### src/rtl/bus_terminal_pkg.sv
// Shared constants, types and helpers for the bus terminal endpoint.
package bus_terminal_pkg;

  localparam int          ID_W         = 8;
  localparam logic [7:0]  BCST_DEFAULT = 8'hFF;
  // Widest packet get_dest() can take; packets are zero-extended to this.
  localparam int          MAX_PKT_W    = 256;

  typedef logic [7:0] misroute_cnt_t;

  // Destination ID lives in the top ID_W bits of a pkt_w-bit packet.
  function automatic logic [ID_W-1:0] get_dest(input logic [MAX_PKT_W-1:0] pkt,
                                                input int pkt_w);
    logic [MAX_PKT_W-1:0] sh;
    sh = pkt >> (pkt_w - ID_W);
    return sh[ID_W-1:0];
  endfunction

endpackage

### src/rtl/sync_fifo.sv
// First-word-fall-through synchronous FIFO; depth need not be a power of two.
module sync_fifo #(
  parameter int width = 16,
  parameter int depth = 8
) (
  input  logic             clk,
  input  logic             reset,
  input  logic             wr,
  input  logic [width-1:0] wdata,
  input  logic             rd,
  output logic [width-1:0] rdata,
  output logic             empty,
  output logic             full,
  output logic             wr_drop
);

  localparam int CW = $clog2(depth + 1);
  localparam int PW = (depth > 1) ? $clog2(depth) : 1;

  logic [width-1:0] mem [depth];
  logic [PW-1:0]    wptr, rptr;
  logic [CW-1:0]    count;
  logic             wr_ok, rd_ok;

  // Full blocks a write even when a read frees a slot in the same cycle.
  assign wr_ok   = wr && !full;
  assign rd_ok   = rd && !empty;
  assign wr_drop = wr && full;
  assign empty   = (count == '0);
  assign full    = (count == CW'(depth));
  assign rdata   = empty ? '0 : mem[rptr];

  function automatic logic [PW-1:0] next_ptr(input logic [PW-1:0] p);
    return (p == PW'(depth - 1)) ? '0 : p + 1'b1;
  endfunction

  // Pointer and occupancy bookkeeping.
  always_ff @(posedge clk) begin
    if (!reset) begin
      wptr  <= '0;
      rptr  <= '0;
      count <= '0;
    end else begin
      if (wr_ok) wptr <= next_ptr(wptr);
      if (rd_ok) rptr <= next_ptr(rptr);
      case ({wr_ok, rd_ok})
        2'b10:   count <= count + 1'b1;
        2'b01:   count <= count - 1'b1;
        default: count <= count;
      endcase
    end
  end

  // Storage is not reset; contents are only observed through count.
  always_ff @(posedge clk) begin
    if (reset && wr_ok) mem[wptr] <= wdata;
  end

endmodule

### src/rtl/bus_terminal.sv
// Device-side endpoint: TX FIFO toward the bus, ID-filtered RX FIFO toward the host.
module bus_terminal
  import bus_terminal_pkg::*;
#(
  parameter int              pckg_sz = 16,
  parameter int              depth   = 8,
  parameter logic [ID_W-1:0] ID      = 8'h00,
  parameter logic [ID_W-1:0] BCST    = BCST_DEFAULT
) (
  input  logic               clk,
  input  logic               reset,
  input  logic               host_push,
  input  logic [pckg_sz-1:0] host_data,
  output logic               host_full,
  output logic               pndng,
  output logic [pckg_sz-1:0] D_pop,
  input  logic               pop,
  input  logic               push,
  input  logic [pckg_sz-1:0] D_push,
  output logic               rx_pndng,
  output logic [pckg_sz-1:0] rx_data,
  input  logic               rx_pop,
  output logic               tx_overflow,
  output logic               rx_overflow,
  output misroute_cnt_t      misroute_cnt
);

  logic            tx_empty, tx_drop;
  logic            rx_empty, rx_full, rx_drop;
  logic [ID_W-1:0] dest;
  logic            dest_ok, rx_wr;

  assign dest    = get_dest(MAX_PKT_W'(D_push), pckg_sz);
  assign dest_ok = (dest == ID) || (dest == BCST);
  assign rx_wr   = push && dest_ok;

  sync_fifo #(.width(pckg_sz), .depth(depth)) u_tx (
    .clk     (clk),
    .reset   (reset),
    .wr      (host_push),
    .wdata   (host_data),
    .rd      (pop),
    .rdata   (D_pop),
    .empty   (tx_empty),
    .full    (host_full),
    .wr_drop (tx_drop)
  );

  sync_fifo #(.width(pckg_sz), .depth(depth)) u_rx (
    .clk     (clk),
    .reset   (reset),
    .wr      (rx_wr),
    .wdata   (D_push),
    .rd      (rx_pop),
    .rdata   (rx_data),
    .empty   (rx_empty),
    .full    (rx_full),
    .wr_drop (rx_drop)
  );

  assign pndng    = !tx_empty;
  assign rx_pndng = !rx_empty;

  // Sticky error flags and saturating misroute counter; cleared only by reset.
  always_ff @(posedge clk) begin
    if (!reset) begin
      tx_overflow  <= 1'b0;
      rx_overflow  <= 1'b0;
      misroute_cnt <= '0;
    end else begin
      if (tx_drop) tx_overflow <= 1'b1;
      if (rx_drop) rx_overflow <= 1'b1;
      if (push && !dest_ok && misroute_cnt != '1)
        misroute_cnt <= misroute_cnt + 1'b1;
    end
  end

endmodule

### config.mk
export PLATFORM = sky130hd
export DESIGN_NAME = bus_terminal
export DESIGN_NICKNAME = d
export VERILOG_FILES = /design/src/rtl/bus_terminal_pkg.sv /design/src/rtl/sync_fifo.sv /design/src/rtl/bus_terminal.sv
export SDC_FILE = /design/constraint.sdc
export NUM_CORES = 1
export LEC_CHECK = 0
export ABC_CLOCK_PERIOD_IN_PS = 3400
export CAP_MARGIN = 10
export CORE_ASPECT_RATIO = 1.4
export CORE_MARGIN = 4
export CORE_UTILIZATION = 35
export DETAILED_ROUTE_END_ITERATION = 10
export PLACE_DENSITY = 0.58
export SYNTH_ARGS = -nofsm -noshare
export SYNTH_HDL_FRONTEND = slang
export SYNTH_SLANG_ARGS = --single-unit
### constraint.sdc
create_clock -name clk -period 3.4 [get_ports clk]
set_input_delay 0.34 -clock clk [delete_from_list [all_inputs] [get_ports clk]]
set_output_delay 0.34 -clock clk [all_outputs]
set_load 0.1 [all_outputs]
# Word level (Yosys, flattened, before mapping)
# Memory sizes are Yosys's and may differ from the RTL's. A register that Yosys moved wholly into a read port is not among the register bits.
# Cells that the tools add are included.
[totals]
n_memories = 2
romBits = 0
wordCells = 70
regBits = 30
latch_bits = 0
ramBits = 256
output_inout_bits = 45
in_bits = 38
[memory_table]
columns = ["memory", "depth", "word_bits", "read_ports", "rd_ports_with_merged_regs", "write_ports", "line", "source"]
rows = [
  ["u_rx.mem", 8, 16, 1, 1, 1, "sync_fifo.sv:20", "logic [width-1:0] mem [depth];"],
  ["u_tx.mem", 8, 16, 1, 1, 1, "sync_fifo.sv:20", ""],
]
[classes]
n_addsub = 9
n_bitwise = 0
eq_ne = 12
shifts = 0
multipliers = 0
div = 0
n_lt_le_gt_ge = 0
reduce_logical = 22
muxes = 16
[op_table]
columns = ["op", "n"]
rows = [
  ["16-bit 2-to-1 mux", 2],
  ["3-bit 2-to-1 mux", 8],
  ["4-bit case mux with 2 select lines", 2],
  ["3-bit by 1-bit adder with 3-bit output (second input constant)", 4],
  ["3-bit == test (second input constant)", 4],
  ["1-bit logical AND", 11],
  ["4-bit by 1-bit adder with 4-bit output (second input constant)", 2],
  ["8-bit by 1-bit adder with 8-bit output (second input constant)", 1],
  ["4-bit == test (second input constant)", 2],
  ["8-bit == test (second input constant)", 1],
  ["4-bit logical NOT", 2],
  ["8-bit logical NOT", 1],
  ["8-bit inequality test (second input constant)", 1],
  ["4-bit by 1-bit subtractor with 4-bit output (second input constant)", 2],
  ["1-bit logical NOT", 5],
  ["2-bit by 1-bit == test with 1-bit output (second input constant)", 2],
  ["2-bit == test (second input constant)", 2],
  ["1-bit 2-to-1 mux", 4],
  ["2-bit nonzero test", 2],
  ["1-bit logical OR", 1],
]

# Depth between registers and ports, before layout
[logic_depth]
ltp_word = 7
depth_mapped = 13
depth_no_buf = 12

# By module
# Synthesis repeated with hierarchy kept, for this count alone.
[hier_totals]
hier_cells = 634
area_unflattened_um2 = 11760.0
[modules_own_cells]
columns = ["module", "cells_per_inst", "instances", "seq_area_each_um2", "area_each_um2"]
rows = [
  ["sync_fifo (u_tx)", 281, 1, 4103.9, 5601.6],
  ["sync_fifo (u_rx)", 287, 1, 4103.9, 5597.9],
  ["bus_terminal", 66, 1, 200.2, 560.5],
]

# Worst setup path after synthesis
# Ideal clock, no wire load.
[synth_timing]
path_kind = "register to register"
start = "register u_tx.count[0]"
end = "register u_tx.count[3]"
setup_ns = 0.070
required_ns = 3.330
stages_incl_launch_ff = 11
arrival_ns = 5.546
path_buffers = 0
synth_period_minus_slack_ns = 5.616
setup_slack_ns = -2.216
cell_sequence = "dfxtp_1 > nor4b_1 > nor2b_1 > inv_1 > ha_1 > ha_1 > a21o_1 > a21oi_1 > xnor2_1 > or3_1 > a21oi_1"
[synth_between]
elab_chain_cells = 5
word_cells_on_any_way = 12
cone_classes = "add/sub: 2; eq/ne: 3; mux: 1; reduce/logical: 6"
[synth_rtl]
columns = ["element", "line", "source"]
rows = [
  ["from (decl)", "sync_fifo.sv:22", "logic [CW-1:0] count;"],
  ["from (signal assigned)", "sync_fifo.sv:47", "2'b10: count <= count + 1'b1;"],
  ["from (signal assigned)", "sync_fifo.sv:48", "2'b01: count <= count - 1'b1;"],
  ["from (signal assigned)", "sync_fifo.sv:49", "default: count <= count;"],
  ["4-bit == test (*)", "sync_fifo.sv:30", "assign full = (count == CW'(depth));"],
  ["net host_full", "bus_terminal.sv:14", "output logic host_full,"],
  ["1-bit logical NOT (*)", "sync_fifo.sv:26", "assign wr_ok = wr && !full;"],
  ["1-bit logical AND (*)", "sync_fifo.sv:26", ""],
  ["2-bit by 1-bit == test with 1-bit output / 2-bit == test (equally long branches)", "sync_fifo.sv:46", "case ({wr_ok, rd_ok})"],
  ["4-bit case mux with 2 select lines / 2-bit nonzero test (equally long branches)", "n/a", ""],
]
# Mark *: on every way through the listed nets, which the timed path passes. The rest lies on a longest branch.
# A chain may end at the register's enable or synchronous reset.

# Final worst setup path
[layout_timing]
start = "input D_push[12]"
end = "register u_rx.count[2]"
[layout_between]
elab_chain_cells = 6
word_cells_on_any_way = 9
cone_classes = "eq/ne: 3; mux: 1; reduce/logical: 5"
[layout_rtl]
columns = ["element", "line", "source"]
rows = [
  ["from (decl)", "bus_terminal.sv:19", "input logic [pckg_sz-1:0] D_push,"],
  ["8-bit == test / 8-bit logical NOT (equally long branches)", "bus_terminal.sv:34", "assign dest_ok = (dest == ID) || (dest == BCST);"],
  ["1-bit logical OR (*)", "bus_terminal.sv:34", ""],
  ["1-bit logical AND (*)", "bus_terminal.sv:35", "assign rx_wr = push && dest_ok;"],
  ["1-bit logical AND (*)", "sync_fifo.sv:26", ""],
  ["2-bit by 1-bit == test with 1-bit output / 2-bit == test (equally long branches)", "sync_fifo.sv:46", ""],
  ["4-bit case mux with 2 select lines / 2-bit nonzero test (equally long branches)", "n/a", ""],
  ["to (signal assigned)", "sync_fifo.sv:47", ""],
  ["to (signal assigned)", "sync_fifo.sv:48", ""],
  ["to (signal assigned)", "sync_fifo.sv:49", ""],
  ["to (decl)", "sync_fifo.sv:22", ""],
]
# Mark *: on every way between the ends. The rest lies on a longest branch, timed or not.

==> impl_results.rst <==
.. list-table::
   :header-rows: 1

   * - Metric
     - Value
   * - Die Span X
     - about 160 um
   * - Number of buffers inserted by post-CTS setup repair
     - 0
   * - Synthesis-to-layout area growth
     - 21.2%
   * - Post-synthesis register bit count
     - about 290
   * - Final HPWL DP
     - ~15,000 um
   * - Buffers on Ports
     - 82
   * - Max Fanout on Critical Path
     - 7
   * - Critical path start-end classification
     - input pin to flip-flop
   * - Leading cell type in the layout, fill and taps excluded
     - edfxtp_1
   * - Normalized max-slew margin
     - between 30 and 40%
   * - Setup tns final
     - 0 ns
   * - Number of buffers on the longest clock path
     - 3
   * - Number of placed I/O pins
     - 83
   * - Clock period minus final worst setup slack
     - approximately 2.8 ns
   * - Vias/cell
     - about 4.9
   * - DRT iter0 DRCs
     - 280
   * - Maximum level of the CTS H-tree
     - 1
   * - Sum of routed wire length over all layers
     - around 23,000 um
   * - Syn_area_per_cell
     - approximately 18 um2
   * - Detailed-routed wire length on met2
     - around 13,000 um
   * - Count of inserted antenna diode cells
     - 0
   * - Final count of negative-setup-slack endpoints
     - 0
   * - Post-cts gate resize count
     - 0
   * - Clock transition at the registers of the reported paths
     - 0.06 ns
   * - Post-synthesis cell count
     - around 630
   * - Die area
     - around 36,000 um2
   * - Fraction of the cycle the final worst path needs
     - just over 80%
   * - Number of placement rows
     - between 70 and 80
   * - Routed metal-1 wirelength
     - around 8700 um
   * - Standard cell core area
     - about 33,000 um2
   * - Effective utilization at floorplan
     - 35.6%
   * - Transition time at the pin with the least slew margin
     - roughly 1 ns
   * - Final worst setup slack
     - approximately 0.61 ns
   * - Post-cts hold buffer count
     - 0
   * - Worst setup EP type
     - flip-flop
   * - DRC viols
     - 0
   * - WHS
     - between 0.4 and 0.5 ns
   * - Final std cell area, no fill
     - between 10,000 and 15,000 um2
   * - Highest attainable clock frequency
     - 358 MHz
   * - Area of the mapped netlist
     - roughly 12,000 um2
   * - Finished Layout Cells
     - roughly 1,200
   * - Routed vias
     - ~6,000
   * - Sequential fraction of the synthesis area
     - between 70% and 80%
   * - Number of nets at the end of the flow
     - between 800 and 900
   * - Unrepaired setup endpoints after global routing
     - false
   * - Num Clock Sinks
     - 292
   * - Clock Skews
     - between 0.015 and 0.02 ns
   * - Height of the die
     - between 200 and 250 um
   * - Static Leak
     - between 4 and 5 nW
   * - Highest signal layer in the routed design
     - met4
   * - Wire length on met3
     - ~810 um
   * - Clock latency of the later-clocked register in the worst-skew pair
     - 0.55 ns
   * - Count of unique library cells instantiated by Yosys
     - 45
   * - First-pass GRT wire length
     - approximately 37,000 um
   * - Grt ovf
     - 0
   * - Initial DRT Pass Iterations
     - 4
   * - Clock tree root buffer cell
     - clkbuf_16
   * - Antenna violations before repair
     - 0
   * - Worst VDD drop
     - roughly 0.54 mV
   * - Number of placed cells counting well taps
     - between 1,000 and 1,500
   * - Number of global-route vias before repair
     - approximately 6,600
   * - Worst Setup Start Kind
     - input pin
   * - Residual antenna-violating net count after detailed routing
     - 0
   * - Overall global routing resource usage
     - between 10 and 15%
   * - Final Util
     - 43.1%
   * - Cell area reported after detailed placement
     - roughly 13,000 um2
   * - Worst setup slack after placement
     - around 0.057 ns
   * - Hold Fails Final Rpt
     - 0
   * - Min-delay worst type
     - input pin to flip-flop
   * - Slew Limit Fails
     - 0
   * - Result of the run
     - complete, no violations
   * - Pin count of the biggest net entering global routing
     - 33
   * - Routability congestion estimate from global placement
     - roughly 0.75
   * - Routed wire per std cell
     - 19.1 um
   * - Max-capacitance violation count
     - 0
   * - Data arrival at the endpoint of the critical path
     - around 3.3 ns
   * - Most used cells in the layout excluding fill and tap cells
     - edfxtp_1 (256), buf_4 (75), mux4_2 (64), nor2_1 (63), clkdlybuf4s50_1 (47)
   * - Total Power
     - approximately 9.4 mW
   * - Share of cells above drive strength 1
     - 25.5%
   * - Number of enable-type register cells in the synthesized netlist
     - 256
   * - Worst endpoint required time
     - around 3.9 ns
   * - CTS tree
     - yes
   * - Power per unit of standard cell area
     - roughly 670 nW/um2
   * - Setup slack of the worst register-to-register path
     - 0.61 ns
   * - Share of flip-flops with an asynchronous set or reset after synthesis
     - 0%
   * - Number of buffers created by CTS
     - 29
   * - Flip-flop cell with the highest count after synthesis
     - edfxtp_1
   * - Syn nets
     - ~700
   * - Total number of yosys warnings
     - 0
[metal layers]
layer	GRT usage, %	vias up
met5	0	-
met4	3.96	0
met3	2.01	31
met2	25.2	106
met1	14.3	3081
li1	-	2770
[cell usage after synthesis, types with 3 or more instances]
cell type / count / area share, %
clkbuf_1: 18 / 0.58
nor3b_1: 3 / 0.19
o31ai_1: 5 / 0.32
nand3_1: 8 / 0.35
dfxtp_1: 36 / 6.2
mux2i_1: 40 / 3.5
xor2_1: 4 / 0.30
inv_1: 12 / 0.39
or4_1: 5 / 0.32
mux4_2: 64 / 12
and3_1: 4 / 0.22
o21ai_0: 5 / 0.22
or3_1: 3 / 0.16
nor2b_1: 3 / 0.16
nand2b_1: 6 / 0.32
buf_2: 8 / 0.35
edfxtp_1: 256 / 66
nor4b_1: 3 / 0.23
a21oi_1: 22 / 0.95
nor4_2: 3 / 0.32
nor2_1: 63 / 2.0
nand2_1: 14 / 0.45
ha_1: 14 / 1.5
nor3_1: 7 / 0.30
[worst max-delay path, stage by stage]
cell and delay, ns:
clkdlybuf4s50_1 0.53, nor4_2 0.31, nand2_1 0.16, a211oi_4 0.28, inv_2 0.08, ha_1 0.27, xor2_1 0.17, ha_1 0.23
a21oi_1 0.12, nor3_1 0.05, and3_1 0.18, a221oi_1 0.29, mux2i_1 0.24
[cell families after synthesis]
family | after synthesis | synth area share [%]
buffers and inverters | 42 | 1.44
adder cells (fa/ha/maj) | 15 | 1.68
flip-flops | 292 | 72.5
AO/OA/AOI/OAI | 40 | 2.12
XOR/XNOR | 5 | 0.377
AND/OR/NAND/NOR | 134 | 6.04
multiplexers | 104 | 15.9
[sequential cells by signal, summed over array words and instances, names as in the netlist, named ones only]
register      count
u_rx.wptr         3
u_tx.count        4
u_tx.mem        128
u_rx.mem        128
rx_overflow       1
u_tx.rptr         3
misroute_cnt      8
u_rx.rptr         3
u_tx.wptr         3
u_rx.count        4
tx_overflow       1
[power by group]
part,total [mW],internal [mW],leakage (nW),switching [mW]
clock network,3.06,1.79,0.446,1.27
registers,4.04,3.97,2.60,0.0684
logic,2.34,0.655,1.55,1.68
[worst paths after layout]
kind / start / end / depth (start not counted)
max: D_push[12] / u_rx.count[2] / 13
min: host_push / tx_overflow / 3
min reg2reg: tx_overflow / tx_overflow / 2
max reg2reg: u_rx.count[1] / u_rx.count[2] / 11
[final cells by class]
cell class	instances	area [um2]
inverters	14	52.6
fillers	2912	18500
repair buffers	123	1050
well taps	440	551
clock buffers	32	737
flip-flops and latches	292	8410
clock inverters	20	188
multi-input cells	298	3070
Power figures use the tool's default switching activity.
==> edit: new RTL, same flow settings <==
The parameter `pckg_sz` goes from 16 to 18.
--- a/src/rtl/bus_terminal.sv
+++ b/src/rtl/bus_terminal.sv
@@ -4,3 +4,3 @@
 #(
-  parameter int              pckg_sz = 16,
+  parameter int              pckg_sz = 18,
   parameter int              depth   = 8,
Interface: changed (resized D_pop, D_push, host_data and rx_data); port bits go from 83 to 91. The function was not compared with the original's and may differ.
==> edit against the unedited design <==
Wire length is 13% higher. Final area is 14% higher. Setup slack worse by 0.015 ns. Sequential power is 11% higher. Combinational power is 27% higher. Power is 18% higher. Cell count is 7.1% higher. Sequential cell count is 32 higher. Clock skew is 0.0031 ns lower. Area after synthesis is 11% higher.
==> edit: results (changes against the unedited design) <==
[metrics] routability congestion estimate from global placement: 0.743 (-0.51%)
[metrics] number of clock buffers in the layout: 40 (+25%)
[metrics] number of global-route vias before repair: 7,056 (+6.2%)
[metrics] post-synthesis cell type count: 50 (+11%)
[metrics] synth cell count leaders: edfxtp_1, mux4_2, nor2_1, mux2i_1, dfxtp_1
[metrics] maximum fanout along the worst path: 16 (+9)
[metrics] clock tree cell share of total cell area: 6.98% (+0.40 points)
[metrics] net count of the mapped netlist: 742 (+8.3%)
[metrics] wire length of the first global-routing pass: 41,000 um (+11%)
[metrics] post-layout net count: 877 (+8.1%)
[metrics] Regs by FF count: u_rx.mem x144, u_tx.mem x144, misroute_cnt x8
[metrics] Worst path max stage delay: 0.86 ns (+0.33 ns)
[metrics] sequential standard cell area: 9370 um2 (+11%)
[metrics] multi-input combinational gate total: 317 (+6.4%)
[metrics] critical path's top delay family: flip-flops
[metrics] worst hold path startpoint: tx_overflow
[metrics] actual transition at the worst max-transition pin: 0.974 ns (-0.0106 ns)
[metrics] Net Sw Frac: 31.4% (-0.65 points)
[metrics] classification of the worst-slack hold path: flip-flop to flip-flop
[metrics] Seq group: 4480 uW (+11%)
[metrics] type of the setup path with the least slack: flip-flop to primary output
[metrics] layout inverter count without the clock tree: 12 (-2)
[metrics] status: finished, final reports clean
[metrics] Max Clock Skew: 0.0153 ns (-0.00314 ns)
[metrics] Clock Power Share: 33.1% (+0.7 points)
[metrics] source-to-sink clock delay at the later pin of the worst-skew pair: 0.50 ns (-0.05 ns)
[metrics] number of synthesized flops with an enable pin: 288 (+13%)
[metrics] number of sequential storage elements: 324 (+11%)
[metrics] HPWL after detailed placement: 15,400 um (+2.2%)
[metrics] maximum number of pins on one net before global-route repair: 37 (+12%)
[metrics] fillers: 3,122 (+7.2%)
edit: per-stage QoR:
| step | cells | total power (uW) | cell area (um2) | worst slack (ns) |
|---|---|---|---|---|
| after floorplan | 685 | 6550 | 12900 | -0.0410 |
| after global placement | 1246 | 7580 | 14900 | 0.170 |
| after detailed placement | 1246 | 7600 | 14900 | 0.155 |
| after CTS | 1306 | 11300 | 16000 | 0.512 |
| after global routing | 1306 | 11600 | 16000 | 0.432 |
| final | 1306 | 11200 | 16000 | 0.592 |
edit: kinds of logic after synthesis:
logic type	Yosys count	share of synthesized area, %
adder cells (fa/ha/maj)	15	1.52
AND/OR/NAND/NOR	141	5.70
flip-flops	324	73.0
XOR/XNOR	5	0.341
multiplexers	115	16.0
buffers and inverters	44	1.47
AO/OA/AOI/OAI	41	2.01
edit: routing by layer:
layer | vias up | wire [um] | track usage [%]
met4 | 0 | 444 | 3.32
met1 | 3477 | 10800 | 16.4
li1 | 3030 | - | -
met2 | 119 | 14000 | 23.5
met5 | - | 0 | 0
met3 | 35 | 986 | 2.34
